$ cat src/rtl/zx_audio_pkg.sv
// rtl/zx_audio_pkg.sv - shared levels, enums and saturating add for the zx_audio_dac path
package zx_audio_pkg;
    localparam int          DAC_W_DEF    = 12;
    localparam logic [11:0] BEEP_LVL_DEF = 12'h300;
    localparam logic [11:0] MIC_LVL_DEF  = 12'h060;
    localparam logic [11:0] TAPE_LVL_DEF = 12'h100;

    typedef enum logic [1:0] {SM_ABC, SM_ACB, SM_MONO, SM_BEEP} stereo_mode_t;
    typedef enum logic [1:0] {RUN, FADE_OUT, MUTED, FADE_IN} fade_state_t;

    function automatic logic [11:0] sat12(input logic [12:0] sum);
        return sum[12] ? 12'hFFF : sum[11:0];
    endfunction
endpackage

$ cat src/rtl/sigma_delta_dac.sv
// rtl/sigma_delta_dac.sv - first-order sigma-delta modulator, carry out of the accumulator is the bitstream
module sigma_delta_dac #(
    parameter int DAC_W = 12
) (
    input  logic             clk_sys,
    input  logic             cold_reset,
    input  logic [DAC_W-1:0] level,
    output logic             dout
);
    logic [DAC_W:0] acc;

    always_ff @(posedge clk_sys or posedge cold_reset) begin
        if (cold_reset) begin
            acc  <= '0;
            dout <= 1'b0;
        end else begin
            acc  <= {1'b0, acc[DAC_W-1:0]} + {1'b0, level};
            dout <= acc[DAC_W];
        end
    end
endmodule

$ cat src/rtl/zx_audio_dac.sv
// rtl/zx_audio_dac.sv - beeper/tape/AY mixer with click-free fade FSM driving two sigma-delta outputs
module zx_audio_dac
    import zx_audio_pkg::*;
#(
    parameter int               DAC_W    = DAC_W_DEF,
    parameter logic [DAC_W-1:0] BEEP_LVL = BEEP_LVL_DEF,
    parameter logic [DAC_W-1:0] MIC_LVL  = MIC_LVL_DEF,
    parameter logic [DAC_W-1:0] TAPE_LVL = TAPE_LVL_DEF
) (
    input  logic       clk_sys,
    input  logic       cold_reset,
    input  logic       ce_sample,
    input  logic       ear,
    input  logic       mic,
    input  logic       tape_in,
    input  logic [7:0] psg_a,
    input  logic [7:0] psg_b,
    input  logic [7:0] psg_c,
    input  logic [1:0] stereo_mode,
    input  logic       mute,
    output logic       AUDIO_L,
    output logic       AUDIO_R,
    output logic       fading
);
    localparam logic [DAC_W-1:0] LSB = {{(DAC_W-1){1'b0}}, 1'b1};

    logic [DAC_W:0]   beep, pa, pb, pc, sum_l, sum_r;
    logic [DAC_W-1:0] t_l, t_r, t_l_next, t_r_next;
    logic [DAC_W-1:0] h_l, h_r, h_l_next, h_r_next;
    logic             fading_next;
    fade_state_t      state, state_next;

    function automatic logic [DAC_W-1:0] step_toward(input logic [DAC_W-1:0] h,
                                                     input logic [DAC_W-1:0] t);
        if (h < t) return h + LSB;
        if (h > t) return h - LSB;
        return h;
    endfunction

    always_comb begin
        pa    = (DAC_W+1)'(psg_a);
        pb    = (DAC_W+1)'(psg_b);
        pc    = (DAC_W+1)'(psg_c);
        beep  = (ear     ? (DAC_W+1)'(BEEP_LVL) : '0)
              + (mic     ? (DAC_W+1)'(MIC_LVL)  : '0)
              + (tape_in ? (DAC_W+1)'(TAPE_LVL) : '0);
        sum_l = beep;
        sum_r = beep;
        case (stereo_mode_t'(stereo_mode))
            SM_ABC:  begin sum_l = beep + (pa << 1) + pb; sum_r = beep + (pc << 1) + pb; end
            SM_ACB:  begin sum_l = beep + (pa << 1) + pc; sum_r = beep + (pb << 1) + pc; end
            SM_MONO: begin sum_l = beep + pa + pb + pc;   sum_r = beep + pa + pb + pc;   end
            SM_BEEP: ;
        endcase
        t_l_next = ce_sample ? sat12(sum_l) : t_l;
        t_r_next = ce_sample ? sat12(sum_r) : t_r;
    end

    always_ff @(posedge clk_sys or posedge cold_reset) begin
        if (cold_reset) begin
            t_l <= '0;
            t_r <= '0;
        end else begin
            t_l <= t_l_next;
            t_r <= t_r_next;
        end
    end

    always_ff @(posedge clk_sys or posedge cold_reset) begin
        if (cold_reset) state <= FADE_IN;
        else            state <= state_next;
    end

    // Fade exits test the level being written this clk, so the last step and the exit coincide.
    always_comb begin
        state_next = state;
        case (state)
            RUN:      if (mute) state_next = FADE_OUT;
            FADE_OUT: if (!mute) state_next = FADE_IN;
                      else if (h_l_next == '0 && h_r_next == '0) state_next = MUTED;
            MUTED:    if (!mute) state_next = FADE_IN;
            FADE_IN:  if (mute) state_next = FADE_OUT;
                      else if (h_l_next == t_l_next && h_r_next == t_r_next) state_next = RUN;
        endcase
    end

    // A mute edge only changes direction; the level is held for the clk of the turnaround.
    always_comb begin
        h_l_next = h_l;
        h_r_next = h_r;
        case (state)
            RUN: begin
                h_l_next = t_l;
                h_r_next = t_r;
            end
            FADE_OUT: if (mute) begin
                h_l_next = (h_l != '0) ? h_l - LSB : '0;
                h_r_next = (h_r != '0) ? h_r - LSB : '0;
            end
            MUTED: begin
                h_l_next = '0;
                h_r_next = '0;
            end
            FADE_IN: if (!mute) begin
                h_l_next = step_toward(h_l, t_l_next);
                h_r_next = step_toward(h_r, t_r_next);
            end
        endcase
        fading_next = (state_next == FADE_IN) || (state_next == FADE_OUT);
    end

    always_ff @(posedge clk_sys or posedge cold_reset) begin
        if (cold_reset) begin
            h_l    <= '0;
            h_r    <= '0;
            fading <= 1'b0;
        end else begin
            h_l    <= h_l_next;
            h_r    <= h_r_next;
            fading <= fading_next;
        end
    end

    sigma_delta_dac #(.DAC_W(DAC_W)) u_dac_l (
        .clk_sys    (clk_sys),
        .cold_reset (cold_reset),
        .level      (h_l),
        .dout       (AUDIO_L)
    );

    sigma_delta_dac #(.DAC_W(DAC_W)) u_dac_r (
        .clk_sys    (clk_sys),
        .cold_reset (cold_reset),
        .level      (h_r),
        .dout       (AUDIO_R)
    );
endmodule

$ cat config.mk
export PLATFORM = sky130hd
export DESIGN_NAME = zx_audio_dac
export DESIGN_NICKNAME = d
export VERILOG_FILES = /design/src/rtl/zx_audio_pkg.sv /design/src/rtl/sigma_delta_dac.sv /design/src/rtl/zx_audio_dac.sv
export SDC_FILE = /design/constraint.sdc
export NUM_CORES = 1
export LEC_CHECK = 0
export ABC_CLOCK_PERIOD_IN_PS = 6100
export CAP_MARGIN = 10
export CORE_MARGIN = 1
export CORE_UTILIZATION = 50
export CTS_CLUSTER_DIAMETER = 120
export DETAILED_ROUTE_END_ITERATION = 6
export PLACE_DENSITY_LB_ADDON = 0.12
export SYNTH_ARGS = -nofsm -noshare
export SYNTH_HDL_FRONTEND = slang
export SYNTH_SLANG_ARGS = --single-unit
export TNS_END_PERCENT = 30
$ cat constraint.sdc
create_clock -name clk_sys -period 6.1 [get_ports clk_sys]
set_clock_uncertainty 0.15 [all_clocks]
set_input_delay 1.83 -clock clk_sys [delete_from_list [all_inputs] [get_ports clk_sys]]
set_output_delay 1.83 -clock clk_sys [all_outputs]
set_load 0.02 [all_outputs]
==> results.md <==
Run status:
- The run finished, with violations left.
- The final reports fail on setup timing.

Hold path:
- The count of cells along the worst hold path is 0.
- The tightest min-delay check is of the reg -> reg type.
- The capture endpoint of the worst hold path is u_dac_r.dout.
- The startpoint identified for the worst hold timing path is u_dac_r.acc[12].

Critical path:
- STA puts the critical path data arrival time at between 7 and 8 ns.
- Along the worst path, the maximum fanout reaches 5.
- The cell with the largest stage delay on the worst path is fa_1.
- The capturing element type of the critical path is a flip-flop.
- The worst setup path is launched from a primary input.
- The cell occurring most often along the worst timing path is buf_4.
- The worst register-to-register path has a setup slack of 1.26 ns.
- The number of cells on the worst reg-to-reg path is 13.
- The worst setup path category is in -> reg.
- The buffers plus inverters on the worst setup path is 8.
- The reg-to-reg startpoint is h_l[0].
- The worst path required time is ~6.2 ns.
- The largest stage delay on the critical path is around 0.54 ns.
- The worst reg2reg path endpoint is fading.
- On the critical path the largest part of the delay comes from simple AND/OR/NAND/NOR gates.

Route:
- The met2 wire length is approximately 17 mm.
- In the final routed layout, each cell accounts on average for roughly 21 um.
- Dividing the detail-routed via count by the number of cells gives between 6 and 7.
- After detailed routing, the wire length on met1 is 16.1 mm.
- The number of iterations in the first detailed-routing pass is 5.
- For this run, design rule violations remaining after detail routing come to 0.
- The count of antenna-violating nets left after detailed routing is 0.
- In this run the top signal layer used is met4.
- The DRC violation total after the first TritonRoute iteration is about 1200.
- The count of vias placed by the detailed router is between 10000 and 15000.
- The final layout contains routed wiring with a total length of between 30 and 40 mm.
- The met3 wire length is slightly below 3 mm.

Die:
- The standard cell core area is approximately 0.019 mm2.
- Pin placement for this block handled 36 I/O pins.
- The width of the die is 143 um.
- The standard-cell row count is between 50 and 60.
- From bottom edge to top edge, the die measures about 140 um.
- The starting density of the core is 0.510.
- The die covers approximately 0.02 mm2.

Logic synthesis:
- The number of different library cells used by synthesis comes to 90.
- In the synthesized netlist the async set-or-reset flop fraction comes to 1.00.
- The share of synthesized area occupied by flip-flops and latches is 0.200.
- Counting every instance in the synthesized netlist gives approximately 1200.
- Counting every net in the synthesized netlist gives roughly 1400.
- After synthesis the cells add up to about 0.0099 mm2.
- Each instance of the synthesized netlist takes up on average 7.93 um2.
- Synthesis inferred 79 register bits.
- The total of warnings raised by yosys is 0.
- Counting flops with a built-in enable in the synthesized netlist gives 0.
- The dominant register cell in the synthesized netlist is dfrtp_1.

Cells and area:
- The area growth from synthesis to layout is 45.6%.
- Leaving out fill and tap cells, the most frequent cells in the layout are buf_4 (260), nor2_1 (94), nand2_1 (83).
- The number of nets in the final layout is approximately 1700.
- The final antenna diode count is 0.
- The layout cell share with drive strength beyond 1 is 0.375.
- The most common cell after layout, fill and taps aside is buf_4.
- The summed area of non-filler cells in the final layout is 0.0144 mm2.

Power and ir drop:
- Summed over all nets, the switching power comes to 0.00254 W.
- The clock share of power is 0.114.
- In this run the static leakage power is approximately 6.3 nW.
- Of the total power, combinational logic draws 0.689.
- The design draws about 0.0055 W.
- The peak supply drop is approximately 0.00029 V.
- The switching share of power is 0.462.
- In this run the power density over the cells is about 380 mW/mm2.
- Internal power comes to 0.00295 W.
- The portion of total power attributed to sequential cells is 0.197.

Timing:
- The final hold slack is 0.208 ns.
- The final-report max-slew violation count is 0.
- The top achievable clock speed is 136 MHz.
- The slew at the pin closest to its max-slew limit is a little over 0.9 ns.
- The final hold violation count is 0.
- After layout, the worst setup slack is -1.23 ns.
- Setup violations remaining at the end of the flow were counted as 21.
- Of the available clock period, the critical path in the final layout requires 1.20.
- The time the final worst path needs with I/O delays and setup is ~7.3 ns.
- The relative slew slack is 0.375.
- Setup repair after global routing could not meet its margin everywhere.

Placed design:
- The post-placement cell area is around 0.012 mm2.
- The HPWL after detailed placement is 27.7 mm.
- At the end of routability-driven placement, the weighted congestion stood at 1.04.
- Buffers placed on the I/O ports in this run total 35.
- Timing analysis after detailed placement gives a worst setup slack of -2.07 ns.

Clock tree:
- Clock-pin slew was measured on the worst setup and hold paths at about 0.07 ns.
- The hold buffer count at CTS is 0.
- The number of clock buffers inserted by TritonCTS is 9.
- TritonCTS built the clock tree.
- The clock passes through at most 2 buffers.
- The number of H-tree levels is 3.
- The root buffer cell chosen for the clock tree is clkbuf_16.
- The insertion delay of the later-clocked pin in the worst-skew pair is approximately 0.36 ns.
- The clock sink total is 79.

Global route:
- The via count of the first global-routing pass is 11100.
- The initial antenna violation count is 1.
- The maximum number of pins on one net before global-route repair is 42.
- For this run, the total global-route usage over all layers was measured as 0.381.
- The total overflow reported by the global router is 0.
- The first-pass GRT wire length is between 50 and 60 mm.

Job:
- The number of max-cap violations is 0.
==> cells by family (layout without fill, tap and decap cells) <==
family                     after synthesis  in the layout  share of synthesized area
DFF                                     79             79                      0.200
xor gates and xnor gates                53             53                     0.0470
and+or+nand+nor                        410            410                      0.220
adders and majority gates              128            128                      0.178
muxes                                   26             26                     0.0271
buffers and inverters                  181            464                     0.0706
AOI/OAI and AO/OA                      369            369                      0.257
==> metrics by stage <==
| step | cells | setup TNS, ns | utilization |
|---|---|---|---|
| 2_1_floorplan | 1246 | -3.98 | - |
| 6_report | 1794 | -7.20 | 0.742 |
| 3_3_place_gp | 1719 | -29.96 | 0.641 |
| 5_1_grt | 1794 | -11.01 | 0.742 |
| 3_5_place_dp | 1719 | -31.51 | 0.641 |
| 4_1_cts | 1780 | -5.08 | 0.723 |
==> registers in the layout, summed over array words and instances, names as in the netlist <==
register	flops
t_r	12
fading	1
h_l	12
u_dac_l.dout	1
h_r	12
state	2
u_dac_r.acc	13
t_l	12
u_dac_r.dout	1
u_dac_l.acc	13
==> what timing repair did <==
action                     4_1_cts  5_1_grt
pin swaps                      111       77
resized for setup              257       76
setup endpoints to repair       27       27
gates cloned                     2        0
setup buffers                   44       15
==> worst max path at each step <==
stage                     startpoint     end  slack [ns]  cells after the start
after global placement      psg_c[6]  fading       -2.01                     27
after floorplan             psg_c[2]  fading       -0.95                     27
final                       psg_c[2]  fading       -1.23                     30
after CTS                   psg_a[5]  fading       -0.96                     26
after global routing        psg_b[5]  fading       -1.40                     26
after detailed placement    psg_c[6]  fading       -2.07                     27
==> routing by layer <==
| metal | up-vias | GRT usage |
|---|---|---|
| met3 | 173 | 0.0698 |
| met5 | - | 0 |
| met2 | 538 | 0.599 |
| met4 | 0 | 0.196 |
| li1 | 5148 | - |
| met1 | 5346 | 0.498 |
==> final cells by class <==
cell class | instances | area [um2]
multi-input combinational | 986 | 8560
fill | 1482 | 5000
timing repair buffer | 332 | 2730
sequential | 79 | 1980
inverter | 116 | 462
tap | 265 | 332
clock buffer | 12 | 256
clock inverter | 4 | 77.6
==> Yosys cell counts, types with 15 or more instances <==
master / n / area, um2
fa_1: 21 / 420
a21oi_1: 82 / 410
nor2b_1: 15 / 93.8
o21ai_0: 78 / 390
a21o_1: 15 / 113
nand3_1: 34 / 170
nand2b_1: 20 / 125
mux2i_1: 20 / 200
nor3_1: 34 / 170
ha_1: 107 / 1340
clkbuf_1: 51 / 191
nor2_1: 102 / 383
nand4_1: 19 / 119
o211ai_1: 15 / 113
dfrtp_1: 77 / 1930
inv_1: 115 / 432
o21a_1: 15 / 113
nor4_1: 17 / 106
nand2_1: 86 / 323
xnor2_1: 40 / 350
a211oi_1: 15 / 113
==> power by group through the flow <==
stage | registers (W) | logic (W) | clock network [W]
2_1_floorplan | 0.000868 | 0.00214 | 0
3_3_place_gp | 0.00106 | 0.00303 | 0
3_5_place_dp | 0.00107 | 0.00309 | 0
4_1_cts | 0.00106 | 0.00355 | 0.000637
5_1_grt | 0.00110 | 0.00408 | 0.000655
6_report | 0.00108 | 0.00378 | 0.000629
Power figures use the tool's default switching activity.
